==> src/rtl/jesd_tx_link_fsm.sv <==
// Single-lane JESD204B transmit link-layer sequencer: CGS, ILAS and user data
// phases driven by the receiver's SYNC~, with a free-running LMFC octet counter.
module jesd_tx_link_fsm #(
    parameter int unsigned  F       = 2,
    parameter int unsigned  K       = 32,
    parameter int unsigned  ILAS_MF = 4,
    localparam int unsigned LMFC_W  = $clog2(F * K)
) (
    input  logic              clk,
    input  logic              rst_n,
    input  logic              i_sync_n,
    input  logic [111:0]      i_cfg,
    input  logic [7:0]        i_data,
    output logic              o_data_ready,
    output logic [7:0]        o_addr,
    output logic              o_k,
    output logic              o_rd_en,
    output logic [LMFC_W-1:0] o_lmfc_cnt,
    output logic              o_sync_err
);

    localparam int unsigned FK   = F * K;
    localparam int unsigned MF_W = (ILAS_MF > 1) ? $clog2(ILAS_MF) : 1;
    localparam int unsigned LOW_W = 2;

    localparam logic [7:0] K28_0 = 8'h1C;
    localparam logic [7:0] K28_3 = 8'h7C;
    localparam logic [7:0] K28_4 = 8'h9C;
    localparam logic [7:0] K28_5 = 8'hBC;

    localparam logic [LMFC_W-1:0] LMFC_LAST = LMFC_W'(FK - 1);
    localparam logic [MF_W-1:0]   MF_LAST   = MF_W'(ILAS_MF - 1);

    typedef enum logic [1:0] {
        ST_CGS       = 2'd0,
        ST_ILAS_WAIT = 2'd1,
        ST_ILAS      = 2'd2,
        ST_DATA      = 2'd3
    } state_t;

    state_t              state_q, state_d;
    logic                sync_meta_q, sync_s_q;
    logic [LMFC_W-1:0]   lmfc_q, lmfc_d;
    logic [MF_W-1:0]     mf_q, mf_d;
    logic [LOW_W-1:0]    low_q, low_d;
    logic [7:0]          addr_q, addr_d;
    logic                k_q, k_d;
    logic                rd_en_q;
    logic [LMFC_W-1:0]   lmfc_out_q;
    logic                err_q, err_d;

    logic                lmfc_last_c;
    logic                linked_c;
    logic                lost_c;
    logic [3:0]          cfg_sel_c;
    logic [111:0]        cfg_shift_c;

    // lmfc_q is the LMFC position of the octet being produced this cycle
    assign lmfc_last_c = (lmfc_q == LMFC_LAST);
    assign lmfc_d      = lmfc_last_c ? '0 : lmfc_q + LMFC_W'(1);
    assign linked_c    = (state_q == ST_ILAS) || (state_q == ST_DATA);
    assign lost_c      = linked_c && !sync_s_q && (low_q == LOW_W'(3));

    assign cfg_sel_c   = 4'(lmfc_q - LMFC_W'(2));
    assign cfg_shift_c = i_cfg >> {cfg_sel_c, 3'b000};

    // Data is consumed in the cycle whose octet lands on the next LMFC boundary onward
    assign o_data_ready = (state_q == ST_DATA) && !lost_c;

    // SYNC~ synchronizer
    always_ff @(posedge clk or negedge rst_n) begin
        if (!rst_n) begin
            sync_meta_q <= 1'b0;
            sync_s_q    <= 1'b0;
        end else begin
            sync_meta_q <= i_sync_n;
            sync_s_q    <= sync_meta_q;
        end
    end

    // State, counters and registered encoder-side outputs
    always_ff @(posedge clk or negedge rst_n) begin
        if (!rst_n) begin
            state_q    <= ST_CGS;
            lmfc_q     <= '0;
            mf_q       <= '0;
            low_q      <= '0;
            addr_q     <= 8'h00;
            k_q        <= 1'b0;
            rd_en_q    <= 1'b0;
            lmfc_out_q <= '0;
            err_q      <= 1'b0;
        end else begin
            state_q    <= state_d;
            lmfc_q     <= lmfc_d;
            mf_q       <= mf_d;
            low_q      <= low_d;
            addr_q     <= addr_d;
            k_q        <= k_d;
            rd_en_q    <= 1'b1;
            lmfc_out_q <= lmfc_q;
            err_q      <= err_d;
        end
    end

    // Next state and octet selection
    always_comb begin
        state_d = state_q;
        mf_d    = mf_q;
        low_d   = '0;
        addr_d  = K28_5;
        k_d     = 1'b1;
        err_d   = 1'b0;

        case (state_q)
            ST_CGS: begin
                mf_d = '0;
                if (sync_s_q) begin
                    state_d = ST_ILAS_WAIT;
                end
            end
            ST_ILAS_WAIT: begin
                mf_d = '0;
                if (!sync_s_q) begin
                    state_d = ST_CGS;
                end else if (lmfc_last_c) begin
                    state_d = ST_ILAS;
                end
            end
            ST_ILAS: begin
                if (lmfc_q == '0) begin
                    addr_d = K28_0;
                    k_d    = 1'b1;
                end else if (lmfc_last_c) begin
                    addr_d = K28_3;
                    k_d    = 1'b1;
                end else if (mf_q == MF_W'(1) && lmfc_q == LMFC_W'(1)) begin
                    addr_d = K28_4;
                    k_d    = 1'b1;
                end else if (mf_q == MF_W'(1) && lmfc_q >= LMFC_W'(2)
                             && lmfc_q <= LMFC_W'(15)) begin
                    addr_d = cfg_shift_c[7:0];
                    k_d    = 1'b0;
                end else begin
                    addr_d = 8'(lmfc_q);
                    k_d    = 1'b0;
                end
                if (lmfc_last_c) begin
                    if (mf_q == MF_LAST) begin
                        state_d = ST_DATA;
                        mf_d    = '0;
                    end else begin
                        mf_d = mf_q + MF_W'(1);
                    end
                end
            end
            ST_DATA: begin
                addr_d = i_data;
                k_d    = 1'b0;
            end
            default: begin
                state_d = ST_CGS;
            end
        endcase

        // Short SYNC~ low runs are reported once sync returns high
        if (linked_c) begin
            if (!sync_s_q) begin
                low_d = low_q + LOW_W'(1);
            end else begin
                err_d = (low_q != '0);
            end
        end

        if (lost_c) begin
            state_d = ST_CGS;
            mf_d    = '0;
            low_d   = '0;
            addr_d  = K28_5;
            k_d     = 1'b1;
        end
    end

    assign o_addr     = addr_q;
    assign o_k        = k_q;
    assign o_rd_en    = rd_en_q;
    assign o_lmfc_cnt = lmfc_out_q;
    assign o_sync_err = err_q;

endmodule

==> config.mk <==
export PLATFORM = sky130hd
export DESIGN_NAME = jesd_tx_link_fsm
export DESIGN_NICKNAME = d
export VERILOG_FILES = /design/src/rtl/jesd_tx_link_fsm.sv
export SDC_FILE = /design/constraint.sdc
export NUM_CORES = 1
export LEC_CHECK = 0
export ABC_CLOCK_PERIOD_IN_PS = 2600
export BUFFER_PORTS_ARGS = -buffer_cell sky130_fd_sc_hd__buf_2
export CAP_MARGIN = 20
export CELL_PAD_IN_SITES_DETAIL_PLACEMENT = 0
export CELL_PAD_IN_SITES_GLOBAL_PLACEMENT = 1
export CORE_MARGIN = 4
export CORE_UTILIZATION = 25
export CTS_BUF_LIST = sky130_fd_sc_hd__clkbuf_4
export DETAILED_ROUTE_END_ITERATION = 6
export GPL_TIMING_DRIVEN = 0
export PLACE_DENSITY_LB_ADDON = 0.3
export SETUP_SLACK_MARGIN = 0.2
export SLEW_MARGIN = 20
export SYNTH_ARGS = -nofsm -noshare
export SYNTH_HDL_FRONTEND = slang
export SYNTH_SLANG_ARGS = --single-unit
export TNS_END_PERCENT = 10
==> constraint.sdc <==
create_clock -name clk -period 2.6 [get_ports clk]
set_input_delay 0 -clock clk [delete_from_list [all_inputs] [get_ports clk]]
set_output_delay 0 -clock clk [all_outputs]
set_load 0.05 [all_outputs]
==> results of run 1 <==
worst max-delay path, stage by stage, from the launching register on:
cell and delay, ns:
dfrtp_2 0.40, buf_8 0.11, clkinvlp_4 0.09, ha_4 0.28, buf_8 0.14, buf_8 0.12
mux4_1 0.27, mux4_2 0.48, nand2b_1 0.15, a22o_1 0.19
final timing paths:
path / endpoint / slack [ns] / cells past startpoint
min in group asynchronous: state_q[0] / 0.26 / 2
setup / recovery: o_addr[0] / 0.27 / 9
hold reg to reg: sync_s_q / 0.37 / 0
max in group asynchronous: lmfc_q[1] / 1.84 / 2
setup reg to reg: o_addr[0] / 0.27 / 9
hold / removal: o_addr[4] / 0.07 / 3
timing repair:
item,CTS,global route
buffers inserted,4,0
gates resized for setup,10,9
gates cloned,0,1
hold endpoints to repair,40,0
hold buffers,10,0
pin swaps,1,1
setup endpoints to repair,8,9
cell usage after synthesis, drive strengths merged, types with 2 or more instances:
master	count	area [um^2]
a21oi	7	35.03
a221oi	3	26.28
a22o	3	26.28
a22oi	8	60.06
a32oi	3	26.28
and3	2	12.51
and3b	2	17.52
buf	8	46.29
clkbuf	8	30.03
dfrtp	31	775.7
ha	15	187.7
inv	9	33.78
mux2	9	101.4
mux2i	10	100.1
mux4	19	446.7
nand2	14	52.55
nand2b	4	25.02
nand3	7	35.03
nand4	2	12.51
nand4b	2	17.52
nor2	17	63.81
nor2b	3	18.77
nor3	3	15.01
o211ai	2	15.01
o21ai	6	30.02
o221ai	5	43.79
o22ai	2	12.51
o2bb2ai	4	35.03
xnor2	2	17.52
xor2	2	17.52
layer usage:
layer	vias to the layer above	share of wire	global-route usage
met5	-	0	0
met4	0	0.016	0.04018
met3	10	0.081	0.04395
met2	121	0.50	0.2612
met1	1154	0.40	0.1652
li1	1195	-	-
power by group through the flow:
stage / combinational, mW / clock, mW / sequential, mW
global placement: 0.226 / 0 / 0.514
global route: 0.266 / 0.318 / 0.508
finish: 0.240 / 0.278 / 0.506
CTS: 0.244 / 0.297 / 0.507
floorplan: 0.105 / 0 / 0.515
detailed placement: 0.231 / 0 / 0.516
flip-flops by register name (all words and copies together) (netlist names):
register and cells:
lmfc_q 6, low_q 2, mf_q 2, o_addr 8
o_k 1, o_lmfc_cnt 6, o_rd_en 1, o_sync_err 1
state_q 2, sync_meta_q 1, sync_s_q 1
through the flow:
step	hold WS [ns]	power [mW]	util	std cells
finish	0.06984	1.024	0.3842	518
global route	0.1162	1.092	0.3842	518
CTS	0.05305	1.047	0.3804	517
detailed placement	0.09138	0.7466	0.3571	495
global placement	0.08820	0.7396	0.3571	495
floorplan	-0.2956	0.6197	-	226
cells by family after synthesis:
group,after synthesis
mux,38
xor+xnor,4
buf+inv,25
other cells,1
flops,31
compound gates,49
fa+ha+maj,15
simple gates,63
cell type report:
type / count / area, um^2
multi-input cells: 170 / 1587
fillers: 1032 / 5771
inverters: 9 / 37.54
well taps: 129 / 161.4
repair buffers: 155 / 855.8
flip-flops and latches: 31 / 777.0
clock buffers: 5 / 37.54
plain buffers: 16 / 125.1
clock inverters: 3 / 20.02
==> results.sh, run 1 <==
export IMPL_yosysWarnings=0
export IMPL_synth_xor_xnor_area_share=0.01432
export IMPL_setup_viol=0
export IMPL_area_growth_pct=47.21
export IMPL_ctsRootBufferMaster="clkbuf_4"
export IMPL_antenna_found_initial=0
export IMPL_grtUsageTotal=0.1449
export IMPL_p_per_area_nw_per_um2=284.4
export IMPL_combPwrFrac=0.234
export IMPL_worstHoldStart="i_cfg[108]"
export IMPL_synth_top_family_by_area="multiplexers"
export IMPL_start_kind="flip-flop"
export IMPL_fp_dieW_um=106.9
export IMPL_viasPerCell=4.788
export IMPL_drv_cap=0
export IMPL_max_slew_worst_pin_slew_ns=0.7156
export IMPL_crit_type="flip-flop to flip-flop"
export IMPL_finClkSkew_ns=0.01321
export IMPL_coreArea_um2=9371
export IMPL_critPathArrivalTime_ns=2.57
export IMPL_critPathRequiredTime_ns=2.83
export IMPL_n_antenna_cell=0
export IMPL_status="complete, no violations"
export IMPL_vias=2480
export IMPL_nets=526
export IMPL_crit_start="lmfc_q[1]"
export IMPL_syn_area_per_cell_um2=10.82
export IMPL_layout_common_cells="144 x buf_2, 30 x dfrtp_1, 17 x nor2_1"
export IMPL_placed_area_um2=3347
export IMPL_gp_congestion=0.8364
export IMPL_drv_slew=0
export IMPL_cts_tree="yes"
export IMPL_setup_ws_ns=0.2654
export IMPL_cp_end_kind="flip-flop"
export IMPL_dieArea_um2=11430
export IMPL_grt_pass1_wl_um=13050
export IMPL_syn_cell_area_um2=2446
export IMPL_fin_setup_tns_ns=0
export IMPL_drtPass1Iterations=4
export IMPL_fin_area_um2=3601
export IMPL_post_place_ws_ns=-0.2439
export IMPL_drc=0
export IMPL_totalWireLength_um=8466
export IMPL_finalHoldViolations=0
export IMPL_switching_share=0.2762
export IMPL_drt_iter0_markers=86
export IMPL_reg2reg_from="lmfc_q[1]"
export IMPL_p_sw_uw=282.8
export IMPL_p_int_uw=741.2
export IMPL_cts_sinks=31
export IMPL_grt_overflow_total=0
export IMPL_initial_core_util=0.2610
export IMPL_synthCells=226
export IMPL_p_seq_frac=0.494
export IMPL_clk_latency_ns=0.33
export IMPL_die_h_um=106.9
export IMPL_htree_levels=2
export IMPL_drive_above_1_share=0.4987
export IMPL_synth_distinct_cells=49
export IMPL_post_route_min_period_ns=2.335
export IMPL_syn_num_nets=364
export IMPL_p_leak_nw=1.620
export IMPL_p_clk_frac=0.272
export IMPL_rsz0062_at_grt="yes"
export IMPL_hold_class="input port to flip-flop"
export IMPL_rows=35
export IMPL_ant_nets=0
export IMPL_dpl_hpwl_um=7004
export IMPL_synth_edf_count=0
export IMPL_vdd_drop_max_mv=0.1514
export IMPL_synth_compound_area_frac=0.1468
export IMPL_synthFlopType="dfrtp_1"
export IMPL_synthAdderAreaFrac=0.07673
export IMPL_finalCritPeriodShare=0.8979
export IMPL_yosysSeqAreaShare=0.3171
export IMPL_crit_fanout=9
export IMPL_synth_simple_area_share=0.1335
export IMPL_pin_count=141
export IMPL_wl_per_cell_um=16.34
export IMPL_relSlewSlack=0.5229
export IMPL_grt_start_max_net_pins=32
export IMPL_cts_buffers=5
export IMPL_layout_commonest_cell="buf_2"
export IMPL_fmax_mhz=428.3
export IMPL_async_flop_share=1.000
export IMPL_cts_clk_slew_worst_paths_ns=0.11
export IMPL_portBuffers=140
export IMPL_clockBufferDepth=2
export IMPL_grt_pass1_vias=2707
export IMPL_synthMuxAreaShare=0.2650
export IMPL_ys_seq_elements=31
Note: power is estimated with default switching activity, not from simulation.
==> inputs of run 2 (changes only) <==
--- a/config.mk
+++ b/config.mk
@@ -10,12 +10,14 @@
 export CAP_MARGIN = 20
 export CELL_PAD_IN_SITES_DETAIL_PLACEMENT = 0
 export CELL_PAD_IN_SITES_GLOBAL_PLACEMENT = 1
+export CORE_ASPECT_RATIO = 0.6
 export CORE_MARGIN = 4
 export CORE_UTILIZATION = 25
 export CTS_BUF_LIST = sky130_fd_sc_hd__clkbuf_4
 export DETAILED_ROUTE_END_ITERATION = 6
 export GPL_TIMING_DRIVEN = 0
 export PLACE_DENSITY_LB_ADDON = 0.3
+export RECOVER_POWER = 25
 export SETUP_SLACK_MARGIN = 0.2
 export SLEW_MARGIN = 20
 export SYNTH_ARGS = -nofsm -noshare
==> run 2 against run 1 <==
The run now ends with capacitance limit, slew limit left. Die area increased by 0.46%. Critical path depth rose by 3. Sequential power is essentially flat. Power shrank 0.98%. Largest power group unchanged. Final area grew 0.14%. Clock power shrank 5%.
==> results.sh, run 2 (same netlist as run 1, synthesis figures left out) <==
export IMPL_rows=27
export IMPL_crit_top_cell="buf_8"
export IMPL_relSlewSlack=-0.1248
export IMPL_fin_setup_tns_ns=0
export IMPL_nets=527
export IMPL_ant_nets=0
export IMPL_worstHoldStart="i_data[3]"
export IMPL_post_route_min_period_ns=2.375
export IMPL_totalWireLength_um=9048
export IMPL_drc=0
export IMPL_fp_dieW_um=135.7
export IMPL_setup_viol=0
export IMPL_dr_wl_met2_um=3935
export IMPL_largest_reg_flops=8
export IMPL_max_slew_worst_pin_slew_ns=1.687
export IMPL_p_leak_nw=1.630
export IMPL_drt_met1_wl_um=4354
export IMPL_num_fill_cells=963
export IMPL_grt_pass1_wl_um=13710
export IMPL_clockBufferDepth=2
export IMPL_grt_start_max_net_pins=32
export IMPL_whs_endpoint="o_addr[3]"
export IMPL_gp_congestion=0.8286
export IMPL_cts_tree="yes"
export IMPL_r2r_end="o_addr[2]"
export IMPL_critPathArrivalTime_ns=2.57
export IMPL_wl_per_cell_um=17.43
export IMPL_drt_iter0_markers=127
export IMPL_finClkSkew_ns=0.01279
export IMPL_grtUsageTotal=0.1535
export IMPL_p_per_area_nw_per_um2=281.2
export IMPL_antenna_found_initial=0
export IMPL_r2r_cells=12
export IMPL_drive_above_1_share=0.5141
export IMPL_r2r_setup_slack_ns=0.22
export IMPL_drtPass1Iterations=4
export IMPL_layout_common_cells="143 x buf_2, 30 x dfrtp_1, 17 x nor2_1, 15 x mux4_2"
export IMPL_grt_pass1_vias=2638
export IMPL_rsz0062_at_grt="yes"
export IMPL_hold_depth=3
export IMPL_portBuffers=140
export IMPL_crit_slowest_cell="dfrtp_2"
export IMPL_fmax_mhz=421.0
export IMPL_violations="capacitance limit, slew limit"
export IMPL_status="complete, but fails checks"
export IMPL_crit_type="flip-flop to flip-flop"
export IMPL_vdd_drop_max_mv=0.1742
export IMPL_die_h_um=84.62
export IMPL_crit_fanout=6
export IMPL_area_growth_pct=47.42
export IMPL_hold_class="input port to flip-flop"
export IMPL_hold_ws_ns=0.009254
export IMPL_n_antenna_cell=0
export IMPL_ctsRootBufferMaster="clkbuf_4"
export IMPL_drv_slew=32
export IMPL_dieArea_um2=11480
export IMPL_cts_buffers=5
export IMPL_crit_family="buffers and inverters"
export IMPL_grt_overflow_total=0
export IMPL_path_cells="buf_8 -> clkinvlp_4 -> ha_4 -> buf_8 -> buf_8 -> buf_6 -> buf_4 -> mux2_2 -> a22oi_1 -> o221ai_1 -> o221ai_1 -> o211ai_1"
export IMPL_cts_sinks=31
export IMPL_viasPerCell=4.844
export IMPL_wl_met3_um=720
export IMPL_critPathRequiredTime_ns=2.79
export IMPL_htree_levels=2
export IMPL_cp_num_buf_inv=6
export IMPL_clk_latency_ns=0.33
export IMPL_layout_commonest_cell="buf_2"
export IMPL_cp_end_kind="flip-flop"
export IMPL_initial_core_util=0.2614
export IMPL_pin_count=141
export IMPL_drv_cap=1
export IMPL_coreArea_um2=9358
export IMPL_dpl_hpwl_um=7402
export IMPL_routed_top_layer="met4"
export IMPL_reg2reg_from="lmfc_q[1]"
export IMPL_finalCritPeriodShare=0.9136
export IMPL_critPathMaxStageDelay_ns=0.40
export IMPL_cts_clk_slew_worst_paths_ns=0.11
export IMPL_vias=2514
export IMPL_start_kind="flip-flop"
export IMPL_finalHoldViolations=0
[run 2: changes by cell type in the layout (fill, tap and decap cells not counted), sizes merged]
| cell | before | now |
|---|---|---|
| dlygate4sd3 | 10 | 8 |
| clkinv | 1 | 2 |
| clkbuf | 12 | 14 |
| clkinvlp | 3 | 1 |
| buf | 154 | 155 |
[run 2: tightest hold or removal path, stage by stage]
cell,delay [ns]
buf_2,0.09
a32oi_1,0.09
o211ai_1,0.12
[run 2: repair_timing]
| action | in CTS | in global routing |
|---|---|---|
| gates resized for setup | 10 | 17 |
| hold buffers | 8 | 0 |
| hold endpoints to repair | 38 | 0 |
| setup buffers | 5 | 3 |
| pin swaps | 0 | 1 |
| setup endpoints to repair | 8 | 8 |
[run 2: stage by stage]
step | setup slack (ns) | power, mW | std cells | util | area (um^2)
finish | 0.2246 | 1.014 | 519 | 0.3853 | 3606
detailed placement | -0.2766 | 0.7498 | 496 | 0.3578 | 3348
CTS | 0.2010 | 1.024 | 516 | 0.3787 | 3543
floorplan | 0.1495 | 0.6197 | 226 | - | 2485
global placement | -0.2583 | 0.7363 | 496 | 0.3578 | 3348
global route | 0.1568 | 1.074 | 519 | 0.3853 | 3606
[run 2: area by class of cell]
class	instances	area, um^2	area share
multi-input combinational	170	1618	0.4486
timing repair buffer	156	839.6	0.2328
sequential	31	777.0	0.2155
tap	130	162.7	0.04511
buffer	16	125.1	0.03470
clock buffer	5	37.54	0.01041
inverter	9	37.54	0.01041
clock inverter	2	8.758	0.002429
[run 2: worst max-delay path by stage]
stage	startpoint	endpoint	slack, ns	cells after the start
after CTS	lmfc_q[1]	o_addr[0]	0.20	9
after global placement	lmfc_q[1]	o_addr[7]	-0.26	11
after global routing	lmfc_q[0]	o_addr[1]	0.16	9
after floorplan	lmfc_q[1]	o_addr[1]	0.15	9
final	lmfc_q[1]	o_addr[2]	0.22	12
after detailed placement	lmfc_q[1]	o_addr[4]	-0.28	10
[run 2: power breakdown]
part           internal, mW  switching [mW]  total, mW
clock                0.0957           0.170      0.265
sequential            0.493          0.0140      0.507
combinational         0.145          0.0976      0.242
[run 2: per-layer routing]
metal | up-vias | GRT usage
met5 | - | 0
met4 | 0 | 0.01372
met3 | 7 | 0.04731
met2 | 105 | 0.2378
met1 | 1198 | 0.2194
li1 | 1204 | -
